==> src/rtl/seg7_pkg.sv <==
// Shared 7-segment definitions: active-low glyph patterns (bit0=a .. bit6=g) and digit types.
package seg7_pkg;

  localparam int NUM_DIGITS = 6;

  typedef logic [6:0] seg_t;
  typedef logic [3:0] nibble_t;

  localparam seg_t SEG_0     = 7'b1000000;
  localparam seg_t SEG_1     = 7'b1111001;
  localparam seg_t SEG_2     = 7'b0100100;
  localparam seg_t SEG_3     = 7'b0110000;
  localparam seg_t SEG_4     = 7'b0011001;
  localparam seg_t SEG_5     = 7'b0010010;
  localparam seg_t SEG_6     = 7'b0000010;
  localparam seg_t SEG_7     = 7'b1111000;
  localparam seg_t SEG_8     = 7'b0000000;
  localparam seg_t SEG_9     = 7'b0010000;
  localparam seg_t SEG_A     = 7'b0001000;
  localparam seg_t SEG_B     = 7'b0000011;
  localparam seg_t SEG_C     = 7'b1000110;
  localparam seg_t SEG_D     = 7'b0100001;
  localparam seg_t SEG_E     = 7'b0000110;
  localparam seg_t SEG_F     = 7'b0001110;
  localparam seg_t SEG_BLANK = 7'b1111111;

endpackage

==> src/rtl/seg7_decode.sv <==
// Pattern -> {valid, nibble}; exact inverse of the display encoder, combinational.
// Anything that is not one of the 16 glyphs (blank included) reads as nibble 0, invalid.
module seg7_decode
  import seg7_pkg::*;
(
  input  seg_t    i_seg,
  output nibble_t o_nib,
  output logic    o_vld
);

  always_comb begin
    o_nib = 4'h0;
    o_vld = 1'b1;
    case (i_seg)
      SEG_0:   o_nib = 4'h0;
      SEG_1:   o_nib = 4'h1;
      SEG_2:   o_nib = 4'h2;
      SEG_3:   o_nib = 4'h3;
      SEG_4:   o_nib = 4'h4;
      SEG_5:   o_nib = 4'h5;
      SEG_6:   o_nib = 4'h6;
      SEG_7:   o_nib = 4'h7;
      SEG_8:   o_nib = 4'h8;
      SEG_9:   o_nib = 4'h9;
      SEG_A:   o_nib = 4'hA;
      SEG_B:   o_nib = 4'hB;
      SEG_C:   o_nib = 4'hC;
      SEG_D:   o_nib = 4'hD;
      SEG_E:   o_nib = 4'hE;
      SEG_F:   o_nib = 4'hF;
      default: o_vld = 1'b0;
    endcase
  end

endmodule

==> src/rtl/seg7_reader.sv <==
// Samples six 7-segment buses round-robin, debounces each digit over STABLE_SCANS samples and
// reports committed changes at sweep end over valid/ready; outputs freeze while a report waits.
module seg7_reader
  import seg7_pkg::*;
#(
  parameter int SCAN_DIV     = 1,
  parameter int STABLE_SCANS = 3
) (
  input  logic        CLOCK_50,
  input  logic        RESET_N,
  input  logic [6:0]  HEX0,
  input  logic [6:0]  HEX1,
  input  logic [6:0]  HEX2,
  input  logic [6:0]  HEX3,
  input  logic [6:0]  HEX4,
  input  logic [6:0]  HEX5,
  output logic [23:0] value,
  output logic [5:0]  digit_valid,
  output logic        out_valid,
  input  logic        out_ready
);

  localparam int               DIV_W    = (SCAN_DIV > 1) ? $clog2(SCAN_DIV) : 1;
  localparam logic [DIV_W-1:0] DIV_LAST = DIV_W'(SCAN_DIV - 1);
  localparam logic [3:0]       STABLE   = 4'(STABLE_SCANS);

  seg_t    [NUM_DIGITS-1:0]      w_hex_in;
  seg_t    [NUM_DIGITS-1:0]      r_sync1;
  seg_t    [NUM_DIGITS-1:0]      r_sync2;
  seg_t    [NUM_DIGITS-1:0]      r_last;
  logic    [NUM_DIGITS-1:0][3:0] r_cnt;
  nibble_t [NUM_DIGITS-1:0]      r_com_nib;
  nibble_t [NUM_DIGITS-1:0]      w_com_nib_nxt;
  logic    [NUM_DIGITS-1:0]      r_com_vld;
  logic    [NUM_DIGITS-1:0]      w_com_vld_nxt;
  logic    [DIV_W-1:0]           r_div;
  logic    [2:0]                 r_idx;
  logic    [23:0]                r_value;
  logic    [5:0]                 r_digit_vld;
  logic                          r_out_vld;

  seg_t       w_raw;
  nibble_t    w_dec_nib;
  logic       w_dec_vld;
  logic       w_sample;
  logic       w_sweep_end;
  logic [3:0] w_cnt_nxt;
  logic       w_differs;
  logic       w_load;

  assign w_hex_in    = {HEX5, HEX4, HEX3, HEX2, HEX1, HEX0};
  assign w_sample    = (r_div == DIV_LAST);
  assign w_sweep_end = w_sample && (r_idx == 3'd5);
  assign w_raw       = r_sync2[r_idx];

  seg7_decode u_decode (
    .i_seg (w_raw),
    .o_nib (w_dec_nib),
    .o_vld (w_dec_vld)
  );

  // The sweep-end compare uses the next committed set so digit 5 is reported in its own sweep.
  always_comb begin
    w_cnt_nxt = 4'd1;
    if (w_raw == r_last[r_idx]) begin
      w_cnt_nxt = (r_cnt[r_idx] >= STABLE) ? STABLE : r_cnt[r_idx] + 4'd1;
    end
    w_com_nib_nxt = r_com_nib;
    w_com_vld_nxt = r_com_vld;
    if (w_sample && (w_cnt_nxt == STABLE)) begin
      w_com_nib_nxt[r_idx] = w_dec_nib;
      w_com_vld_nxt[r_idx] = w_dec_vld;
    end
  end

  assign w_differs = ({w_com_nib_nxt, w_com_vld_nxt} != {r_value, r_digit_vld});
  assign w_load    = w_sweep_end && w_differs && (!r_out_vld || out_ready);

  always_ff @(posedge CLOCK_50 or negedge RESET_N) begin
    if (!RESET_N) begin
      r_sync1     <= '0;
      r_sync2     <= '0;
      r_last      <= '0;
      r_cnt       <= '0;
      r_com_nib   <= '0;
      r_com_vld   <= '0;
      r_div       <= '0;
      r_idx       <= '0;
      r_value     <= '0;
      r_digit_vld <= '0;
      r_out_vld   <= 1'b0;
    end else begin
      r_sync1   <= w_hex_in;
      r_sync2   <= r_sync1;
      r_div     <= (r_div == DIV_LAST) ? '0 : r_div + 1'b1;
      r_com_nib <= w_com_nib_nxt;
      r_com_vld <= w_com_vld_nxt;
      if (w_sample) begin
        r_last[r_idx] <= w_raw;
        r_cnt[r_idx]  <= w_cnt_nxt;
        r_idx         <= (r_idx == 3'd5) ? 3'd0 : r_idx + 3'd1;
      end
      if (w_load) begin
        r_value     <= w_com_nib_nxt;
        r_digit_vld <= w_com_vld_nxt;
        r_out_vld   <= 1'b1;
      end else if (out_ready) begin
        r_out_vld   <= 1'b0;
      end
    end
  end

  assign value       = r_value;
  assign digit_valid = r_digit_vld;
  assign out_valid   = r_out_vld;

endmodule

==> config.mk <==
export PLATFORM = sky130hd
export DESIGN_NAME = seg7_reader
export DESIGN_NICKNAME = d
export VERILOG_FILES = /design/src/rtl/seg7_pkg.sv /design/src/rtl/seg7_decode.sv /design/src/rtl/seg7_reader.sv
export SDC_FILE = /design/constraint.sdc
export NUM_CORES = 1
export LEC_CHECK = 0
export CORE_ASPECT_RATIO = 0.75
export CORE_MARGIN = 3
export CORE_UTILIZATION = 39
export CTS_CLUSTER_SIZE = 10
export DETAILED_ROUTE_END_ITERATION = 8
export PLACE_DENSITY = 0.56
export SYNTH_ARGS = -nofsm -noshare
export SYNTH_HDL_FRONTEND = slang
export SYNTH_SLANG_ARGS = --single-unit
==> constraint.sdc <==
create_clock -name CLOCK_50 -period 4.3 [get_ports CLOCK_50]
set_input_delay 0.86 -clock CLOCK_50 [delete_from_list [all_inputs] [get_ports CLOCK_50]]
set_output_delay 0.86 -clock CLOCK_50 [all_outputs]
set_load 0.01 [all_outputs]
# Yosys cells after proc, flatten, opt, wreduce, memory -nomap -nowiden
# Cells that the tools add are included.
op_classes:
  add_sub_neg: 3
  n_reduce_logical: 10
  bitwise: 1
  order_cmp: 3
  eq_ne: 19
  mux: 26
ops:
  columns: ["op", "count"]
  rows:
  - ["$pmux W4 S15", 1]
  - ["$bwmux W24", 2]
  - ["$bmux W7 S3", 2]
  - ["$bwmux W42", 1]
  - ["$ne A30 B30 Y1", 1]
  - ["$eq A7 B7 Y1 const B", 4]
  - ["$mux W24", 1]
  - ["$demux W7 S3", 1]
  - ["$eq A7 B5 Y1 const B", 3]
  - ["$eq A7 B6 Y1 const B", 3]
  - ["$mux W7", 3]
  - ["$mux W4", 4]
  - ["$reduce_or A16 Y1", 1]
  - ["$eq A7 B2 Y1 const B", 2]
  - ["$eq A7 B4 Y1 const B", 2]
  - ["$bmux W4 S3", 1]
  - ["$demux W4 S3", 1]
  - ["$eq A7 B3 Y1 const B", 1]
  - ["$eq A7 B7 Y1", 1]
  - ["$logic_not A7 Y1", 1]
  - ["$bwmux W6", 1]
  - ["$mux W6", 1]
  - ["$logic_and A1 B1 Y1", 5]
  - ["$mux W1", 5]
  - ["14 further kinds", 14]
word_totals:
  word_cells: 98
  reg_bits: 215
  input_bits: 45
  output_inout_bits: 31

# Logic depth before layout (Yosys ltp)
# Gate-level depths: netlist (run 1).
logic_depth:
  word_depth: 12
  mapped_depth: 22
  mapped_depth_nobuf: 16

# By module
# Synthesis (run 1) repeated with hierarchy kept, for this count alone.
unflattened:
  hier_cells: 781
  area_unflattened_um2: 9183.8
by_module_without_submodules:
  columns: ["mod", "area_per_inst_um2", "seq_area_each_um2", "cells_each", "n_inst"]
  rows:
  - ["seg7_reader", 8790.9, 5355.1, 718, 1]
  - ["seg7_decode", 392.9, 0.0, 63, 1]

# Worst setup path after synthesis (run 1)
# No wires, ideal clock.
synth_path:
  path_kind: "reg2reg"
  startpoint: "register r_idx[2]"
  endpoint: "register r_digit_vld[0] (netlist: digit_valid[0])"
  period_less_slack_ns: 4.362
  arrival_time_ns: 4.237
  setup_time_ns: 0.125
  n_path_buf: 5
  required_ns: 4.175
  slack_ns: -0.062
  path_stages_with_launch: 21
  cell_sequence: "dfrtp_1 -> buf_6 -> buf_4 -> buf_2 -> nor3_1 -> clkbuf_1 -> a22oi_1 -> nand3_1 -> ha_1 -> a21oi_1 -> nor4b_1 -> o21ai_0 -> nand4_2 -> nor3_1 -> mux2_2 -> a211oi_1 -> nand4_1 -> nor4_4 -> a221oi_4 -> buf_6 -> mux2_4"
synth_lines:
  columns: ["element", "line_no", "rtl"]
  rows:
  - ["from (decl)", "seg7_reader.sv:37", "logic [2:0] r_idx;"]
  - ["from (signal assigned)", "seg7_reader.sv:101", "r_idx <= (r_idx == 3'd5) ? 3'd0 : r_idx + 3'd1;"]
  - ["to (signal assigned)", "seg7_reader.sv:105", "r_digit_vld <= w_com_vld_nxt;"]
  - ["to (decl)", "seg7_reader.sv:39", "logic [5:0] r_digit_vld;"]

# Worst setup path in the final report (run 1)
layout_path:
  startpoint: "register r_idx[0]"
  endpoint: "register r_value[21] (netlist: value[21])"
layout_via:
  elab_chain_cells: 11
  word_cells_on_any_way: 48
  cone_classes: "1 x add/sub; 3 x order compare; 19 x eq/ne; 18 x mux; 7 x reduce/logical"
layout_lines:
  columns: ["element", "line_no", "rtl"]
  rows:
  - ["$bmux W4 S3", "seg7_reader.sv:66", "w_cnt_nxt = (r_cnt[r_idx] >= STABLE) ? STABLE : r_cnt[r_idx] + 4'd1;"]
  - ["$mux W4 (implied by the code)", "seg7_reader.sv:66", null]
  - ["$add A4 B1 Y4 / $ge A4 B2 Y1 (equally long branches)", "seg7_reader.sv:66", null]
  - ["$mux W4", "seg7_reader.sv:66", null]
  - ["$mux W4", "seg7_reader.sv:65", "if (w_raw == r_last[r_idx]) begin"]
  - ["$eq A4 B2 Y1", "seg7_reader.sv:70", "if (w_sample && (w_cnt_nxt == STABLE)) begin"]
  - ["$logic_and A1 B1 Y1", "seg7_reader.sv:70", null]
  - ["$mux W6 / $mux W24 (equally long branches)", "seg7_reader.sv:70", null]
  - ["$ne A30 B30 Y1", "seg7_reader.sv:76", "assign w_differs = ({w_com_nib_nxt, w_com_vld_nxt} != {r_value, r_digit_vld});"]
  - ["$logic_and A1 B1 Y1 (2 in a row)", "seg7_reader.sv:77", "assign w_load = w_sweep_end && w_differs && (!r_out_vld || out_ready);"]
  - ["to (signal assigned)", "seg7_reader.sv:104", "r_value <= w_com_nib_nxt;"]
  - ["to (decl)", "seg7_reader.sv:38", "logic [23:0] r_value;"]
# Several ways; a longest one is shown, not always the timed one. The select of a mux whose other input is x is not followed.
# A chain may end at the register's enable or synchronous reset.

==> results of run 1 <==
## cells in the final DEF (no fill, tap or decap), drive strengths merged, types with 4 or more instances in the layout
| cell type | netlist | routed |
|---|---|---|
| nand2 | 150 | 150 |
| nand2b | 9 | 9 |
| dfrtp | 214 | 214 |
| nand3 | 17 | 17 |
| nor2b | 16 | 16 |
| mux2 | 56 | 56 |
| a21oi | 22 | 22 |
| inv | 18 | 19 |
| nor3b | 8 | 8 |
| o21ai | 39 | 39 |
| mux2i | 27 | 27 |
| and2 | 4 | 4 |
| nor3 | 20 | 20 |
| a22oi | 10 | 10 |
| nand3b | 4 | 4 |
| clkbuf | 17 | 31 |
| nor4 | 5 | 5 |
| o211ai | 4 | 4 |
| xor2 | 18 | 18 |
| buf | 29 | 152 |
| a31oi | 10 | 10 |
| or3 | 4 | 4 |
| clkdlybuf4s50 | 0 | 74 |
| a211oi | 10 | 10 |
| or2 | 7 | 7 |
| o2111ai | 4 | 4 |
| o22ai | 8 | 8 |
| nor2 | 36 | 36 |
| xnor2 | 24 | 24 |
| nand4 | 7 | 7 |
| o221ai | 9 | 9 |
## per-stage QoR
step | hold slack (ns) | setup WS [ns]
global placement | 0.334 | -0.125
detailed placement | 0.335 | -0.132
CTS | 0.347 | -0.0243
floorplan | 0.331 | 0.0318
global route | 0.349 | -0.227
finish | 0.301 | -0.114
## routing by layer
layer,part of all wire,track usage,vias to the layer above
met5,0,0,-
met4,0.023,0.0494,0
met3,0.071,0.0407,45
met2,0.41,0.300,251
met1,0.49,0.328,3681
li1,-,-,3422
## worst max-delay path: cells and delay by family (launching register included)
kind / cells / cell delay [ns]
AO/OA/AOI/OAI: 6 / 1.53
AND/OR/NAND/NOR: 5 / 1.36
buffers and inverters: 4 / 0.63
flip-flops: 1 / 0.46
multiplexers: 1 / 0.29
## cells by family (layout without fill, tap and decap cells)
group | count (synthesis) | after routing
buffers and inverters | 64 | 277
muxes | 85 | 85
adders and majority gates | 1 | 1
AOI/OAI and AO/OA | 152 | 152
xor gates and xnor gates | 42 | 42
and+or+nand+nor | 301 | 301
DFF | 214 | 214
## worst max path at each step
stage	start	end	slack (ns)	cells after the start
4_1_cts	r_idx[0]$_DFF_PN0_	value[21]$_DFFE_PN0P_	-0.02	16
3_3_place_gp	r_idx[0]$_DFF_PN0_	digit_valid[3]$_DFFE_PN0P_	-0.12	17
2_1_floorplan	r_idx[0]$_DFF_PN0_	digit_valid[0]$_DFFE_PN0P_	0.03	21
3_5_place_dp	r_idx[0]$_DFF_PN0_	value[9]$_DFFE_PN0P_	-0.13	17
5_1_grt	r_idx[0]$_DFF_PN0_	digit_valid[5]$_DFFE_PN0P_	-0.23	18
6_report	r_idx[0]$_DFF_PN0_	value[21]$_DFFE_PN0P_	-0.11	16
## flip-flops by register name, indices dropped and copies added, names as in the netlist
signal and cells:
digit_valid 6, out_valid 1, r_cnt 24, r_com_nib 24, r_com_vld 6, r_idx 3
r_last 42, r_sync1 42, r_sync2 42, value 24
## power by group through the flow
stage	combinational (mW)	clock [mW]	sequential, mW
2_1_floorplan	0.0942	0	2.13
3_3_place_gp	0.239	0	2.14
3_5_place_dp	0.240	0	2.14
4_1_cts	0.260	1.88	2.11
5_1_grt	0.293	1.96	2.11
6_report	0.267	1.83	2.11
## what timing repair did
action,CTS,global route
endpoints found under the setup margin,30,30
cloned,1,1
setup buffers,23,8
pin swaps,8,14
gates resized for setup,48,15
## layout make-up
class / count / share of cell area
flip-flops and latches: 214 / 0.416
inverters: 18 / 0.00525
clock inverters: 2 / 0.00194
repair buffers: 227 / 0.162
clock buffers: 30 / 0.0501
well taps: 331 / 0.0322
multi-input cells: 581 / 0.333
==> results.txt, run 1 <==
Clock Tree Buf Depth - 3
Yosys top cell area share - 0.551
Worst Reg2Reg Path Length in Cells - 16
Drt pass-1 iters - 5
Worst reg2reg setup slack - -0.11 ns
CTS H-tree depth - 1
Clock tree sinks - 214
Slowest Stage Delay on Critical Path - 0.57 ns
Crit path required time - 4.72 ns
Worst setup margin - -0.114 ns
Initial DRC count - 551
Status - finished, violations left
Number of flops mapped to enable cells by yosys - 0
Main combinational cell family by area after synthesis - simple AND/OR/NAND/NOR gates
Adder-cell share of the synthesized area - 0.00129
Max Slew Vio Count - 0
Cell area after layout - 12,900 sq um
Clock network fraction of total power - 0.436
YS warnings - 0
Fin Setup TNS - -2.84 ns
Most used cell, CP - nor4_4
Total wire length - 28,100 um
Hold Violations, Final - 0
Unrepaired setup endpoints after global routing - yes
DRC violations left - 0
Pleak - 5.91 nW
Switching Fraction - 0.228
Port buffer count - 75
Die width - 188 um
Tcrit/Tclk final - 1.03
Dominant synthesized flop cell - dfrtp_1
Ant diodes - 0
Initial Utilization - 0.402
Multi-input gate area - 4280 sq um
Via Count - 7,399
Layout cells sized above 1 - 0.282
Pin count of the biggest net entering global routing - 89
Pint - 3.25 mW
Pwr Density - 327 nW/um^2
Area delta synth->final - 32.3%
Fill count - 2,125
CP endpoint kind - flip-flop
Cts bufs inserted - 25
Crit path DAT - 4.83 ns
Vias in the first global route - 7,346
Post-route insts no fill - 1,403
Die area - 26,900 sq um
Placed cell area - 11,600 sq um
Synthesized instance count - 859
Flop pwr share - 0.501
IO Pins - 76
Row count - 49
Count leader, synth - dfrtp_1
GRT overflow - 0
Die height - 143 um
Maximum fanout along the worst path - 20
Post-synthesis mux area share - 0.109
Failing checks - negative setup slack
Leading area contributor after synthesis - dfrtp_1
Synth async-reset ratio - 1.00
Crit Path Class - reg2reg
Post-synthesis compound-gate area fraction - 0.112
Worst r2r src - r_idx[0]$_DFF_PN0_
Setup crit start kind - flip-flop
Gate power share - 0.063
GRT Total Usage - 0.210
Hold buffers post-CTS - 0
Final min period - 4.41 ns
P_sw - 961 uW
Critical Path, Cell by Cell - buf_4 -> buf_12 -> nor2b_1 -> a22oi_1 -> o21a_4 -> nor4_4 -> a22o_1 -> or4_4 -> or3_1 -> a31oi_2 -> o2111ai_2 -> nor4_4 -> a221oi_4 -> buf_6 -> clkbuf_16 -> mux2_4
Final Skew - 0.0117 ns
CTS tree - yes
Register Area - 5360 sq um
Mapped Nets - 905
Post-DR wirelength/cell - 20.0 um
Core ar. - 24,200 sq um
Xor/xnor share of the synthesized area - 0.0378
Final setup vio count - 30
Seq/Total Area, Yosys - 0.551
Flops & latches, synth - 214
Largest cells by area after synthesis - dfrtp_1 (55%), nand2_1 (5.8%), mux2_4 (4.6%), mux2i_1 (2.8%), mux2_2 (2.7%)
Synth cell types - 83
Latest clock arrival within the worst-skew pair - 0.54 ns
Relative slew margins - 0.463
CP max-delay cell - or4_4
Initial antenna violation count - 0
Placed cell count - 1,338
Worst slew pin tran - 0.804 ns
Fin util - 0.532
Gpl congestion - 0.909
Number of max-cap violations - 0
Clk pin slew, worst setup/hold paths - 0.06 ns
Total power - 4.21 mW
Fin nets - 1,113
Hold/Removal Path Class - in2async
Post-synth top cells - dfrtp_1 (214), nand2_1 (150), nor2_1 (34), o21ai_0 (34), mux2_4 (30)
Mean number of vias per cell - 5.27
Worst R2R End - value[21]$_DFFE_PN0P_
HPWL after DPL - 19,700 um
Root buffer cell - clkbuf_16
First-pass GRT wire length - 43,700 um
Mapped cell area - 9730 sq um
IR drop worst, VDD - 0.275 mV
Post-route ant nets - 0
Fmax - 227 MHz
Post-Synth Simple-Gate Area - 0.156
Syn_area_per_cell - 11.3 sq um
Note: power is estimated with default switching activity, not from simulation.
==> run 2, diff against run 1 <==
- CAP_MARGIN: not set -> 20
==> results of run 2 <==
The final DEF is identical to that of run 1; final timing and power are the same.
==> run 3, diff against run 2 <==
- PLACE_DENSITY: 0.56 -> 0.54
- SKIP_LAST_GASP: not set -> 1
- clock period: 4.3 -> 4.2 ns (I/O delays scaled with it)
==> run 3 against run 2 <==
The flow still finishes with violations (negative setup slack); die area unchanged; combinational power up 5%; sequential share of layout area down 1.1 points; non-clock buffer count up 26; core utilization up 1.4 points; largest cell class unchanged.
==> results.txt, run 3 (synthesis results as in run 1) <==
Status - finished, violations left (unchanged)
Failing checks - negative setup slack (unchanged)
Post-DR wirelength/cell - 19.9 um (was 20.0 um)
Flop pwr share - 0.498 (was 0.501)
Initial DRC count - 639 (was 551)
Clock Tree Buf Depth - 3 (unchanged)
Gpl congestion - 0.920 (was 0.909)
Pwr Density - 328 nW/um^2 (was 327 nW/um^2)
CP endpoint kind - flip-flop (unchanged)
Die width - 188 um (unchanged)
Crit Path Class - reg2reg (unchanged)
Hold/Removal Path Class - in2async (unchanged)
Initial antenna violation count - 0 (unchanged)
Area delta synth->final - 35.8% (was 32.3%)
Gate power share - 0.065 (was 0.063)
M3 GR Usage - 0.0375 (was 0.0407)
Crit path required time - 4.62 ns (was 4.72 ns)
Drt pass-1 iters - 5 (unchanged)
Worst Reg2Reg Path Length in Cells - 20 (was 16)
GRT overflow - 0 (unchanged)
Worst slew pin tran - 0.761 ns (was 0.804 ns)
Final setup vio count - 30 (unchanged)
Vias in the first global route - 7,460 (was 7,346)
Core ar. - 24,200 sq um (unchanged)
GRT Total Usage - 0.212 (was 0.210)
Total wire length - 28,500 um (was 28,100 um)
Initial Utilization - 0.402 (unchanged)
Tcrit/Tclk final - 1.04 (was 1.03)
Register Area - 5360 sq um (about the same)
Worst reg2reg setup slack - -0.18 ns (was -0.11 ns)
Setup crit start kind - flip-flop (unchanged)
Fin nets - 1,139 (was 1,113)
Switching Fraction - 0.224 (was 0.228)
Total power - 4.34 mW (was 4.21 mW)
Clk pin slew, worst setup/hold paths - 0.06 ns (about the same)
Pin count of the biggest net entering global routing - 79 (was 89)
CTS H-tree depth - 1 (unchanged)
Cts bufs inserted - 25 (unchanged)
Pleak - 6.07 nW (was 5.91 nW)
Multi-input gate area - 4350 sq um (was 4280 sq um)
Crit path DAT - 4.79 ns (was 4.83 ns)
Fmax - 228 MHz (was 227 MHz)
P_sw - 973 uW (was 961 uW)
Fill count - 2,120 (was 2,125)
Maximum fanout along the worst path - 7 (was 20)
Via Count - 7,458 (was 7,399)
DRC violations left - 0 (unchanged)
First-pass GRT wire length - 44,200 um (was 43,700 um)
Met1 Use GR - 0.342 (was 0.328)
Port buffer count - 75 (unchanged)
Unrepaired setup endpoints after global routing - yes (unchanged)
Number of max-cap violations - 0 (unchanged)
Grt met2 use - 0.293 (was 0.300)
Die height - 143 um (unchanged)
Top Usage Layer GRT - met1 (unchanged)
Layout cells sized above 1 - 0.311 (was 0.282)
Post-route ant nets - 0 (unchanged)
Final min period - 4.38 ns (was 4.41 ns)
Hold Violations, Final - 0 (unchanged)
Row count - 49 (unchanged)
Worst setup margin - -0.177 ns (was -0.114 ns)
Biggest regs - r_last: 42 flops, r_sync1: 42 flops, r_sync2: 42 flops (unchanged)
Relative slew margins - 0.487 (was 0.463)
Commonest non-fill, non-tap cell in the layout - dfrtp_1 (unchanged)
IR drop worst, VDD - 0.259 mV (was 0.275 mV)
Max Slew Vio Count - 0 (unchanged)
Latest clock arrival within the worst-skew pair - 0.54 ns (about the same)
HPWL after DPL - 20,300 um (was 19,700 um)
Die area - 26,900 sq um (unchanged)
Hold_ws - 0.284 ns (was 0.301 ns)
Hold buffers post-CTS - 0 (unchanged)
Final Skew - 0.0208 ns (was 0.0117 ns)
Fin util - 0.546 (was 0.532)
Worst R2R End - value[5]$_DFFE_PN0P_ (was value[21]$_DFFE_PN0P_)
Ant diodes - 0 (unchanged)
Leading cell types in the layout, fill and taps excluded - dfrtp_1 (212), buf_4 (148), nand2_1 (145) (was dfrtp_1 (211), nand2_1 (150), buf_4 (130))
CTS tree - yes (unchanged)
IO Pins - 76 (unchanged)
Worst r2r src - r_idx[0]$_DFF_PN0_ (unchanged)
Root buffer cell - clkbuf_16 (unchanged)
Pint - 3.36 mW (was 3.25 mW)
Clock tree sinks - 214 (unchanged)
Mean number of vias per cell - 5.22 (was 5.27)
Clock network fraction of total power - 0.437 (was 0.436)
## run 3: per-stage QoR
step,TNS (ns),std cells,setup slack (ns),cell area (sq um)
final,-3.75,1428,-0.177,13200
after floorplan,0,859,0.0416,9750
after detailed placement,-9.10,1363,-0.312,11800
after global placement,-7.42,1363,-0.254,11800
after CTS,-2.02,1410,-0.0815,12800
after global routing,-7.18,1428,-0.293,13200
## run 3: layout make-up
class / instances / area share
Sequential cell: 214 / 0.406
Multi-Input combinational cell: 581 / 0.329
Timing Repair Buffer: 253 / 0.177
Clock buffer: 30 / 0.0503
Tap cell: 331 / 0.0313
Inverter: 18 / 0.00511
Clock inverter: 1 / 0.00152
## run 3: routing by layer
layer | up-vias | share of wire
met3 | 52 | 0.077
met5 | - | 0
met1 | 3660 | 0.50
li1 | 3489 | -
met2 | 257 | 0.40
met4 | 0 | 0.022
## run 3: worst max-delay path, cell delays in order (launching register included)
cell and delay (ns):
dfrtp_2 0.45, buf_4 0.15, buf_4 0.13, nor3b_4 0.33, nand2_2 0.12, o2111a_2 0.26
buf_4 0.17, xnor2_1 0.17, nand4_2 0.14, buf_4 0.20, nor3_4 0.19, buf_12 0.14
buf_12 0.10, o22ai_1 0.15, nor4_2 0.24, nand4_1 0.19, nor4_4 0.34, a221oi_4 0.14
buf_4 0.18, clkbuf_16 0.16, mux2_4 0.29
## run 3: worst max path at each step
stage               slack (ns)          startpoint  cells after the start                    endpoint
floorplan                 0.04  r_idx[2]$_DFF_PN0_                     20  digit_valid[0]$_DFFE_PN0P_
global placement         -0.25  r_idx[2]$_DFF_PN0_                     16       value[15]$_DFFE_PN0P_
detailed placement       -0.31  r_idx[2]$_DFF_PN0_                     19       value[23]$_DFFE_PN0P_
CTS                      -0.08  r_idx[2]$_DFF_PN0_                     19  digit_valid[0]$_DFFE_PN0P_
global route             -0.29  r_idx[0]$_DFF_PN0_                     21        value[0]$_DFFE_PN0P_
finish                   -0.18  r_idx[0]$_DFF_PN0_                     20        value[5]$_DFFE_PN0P_
## run 3: power groups by stage
stage / combinational (mW) / clock (mW) / sequential [mW]
CTS: 0.267 / 1.95 / 2.16
global placement: 0.260 / 0 / 2.19
global route: 0.308 / 2.03 / 2.17
detailed placement: 0.259 / 0 / 2.19
floorplan: 0.0965 / 0 / 2.18
finish: 0.281 / 1.89 / 2.16
## run 3: repair_timing
action,in CTS,in global routing
pin swaps,5,18
resized for setup,25,58
endpoints found under the hold margin,0,0
endpoints found under the setup margin,30,30
buffers inserted,15,17
cloned,1,2
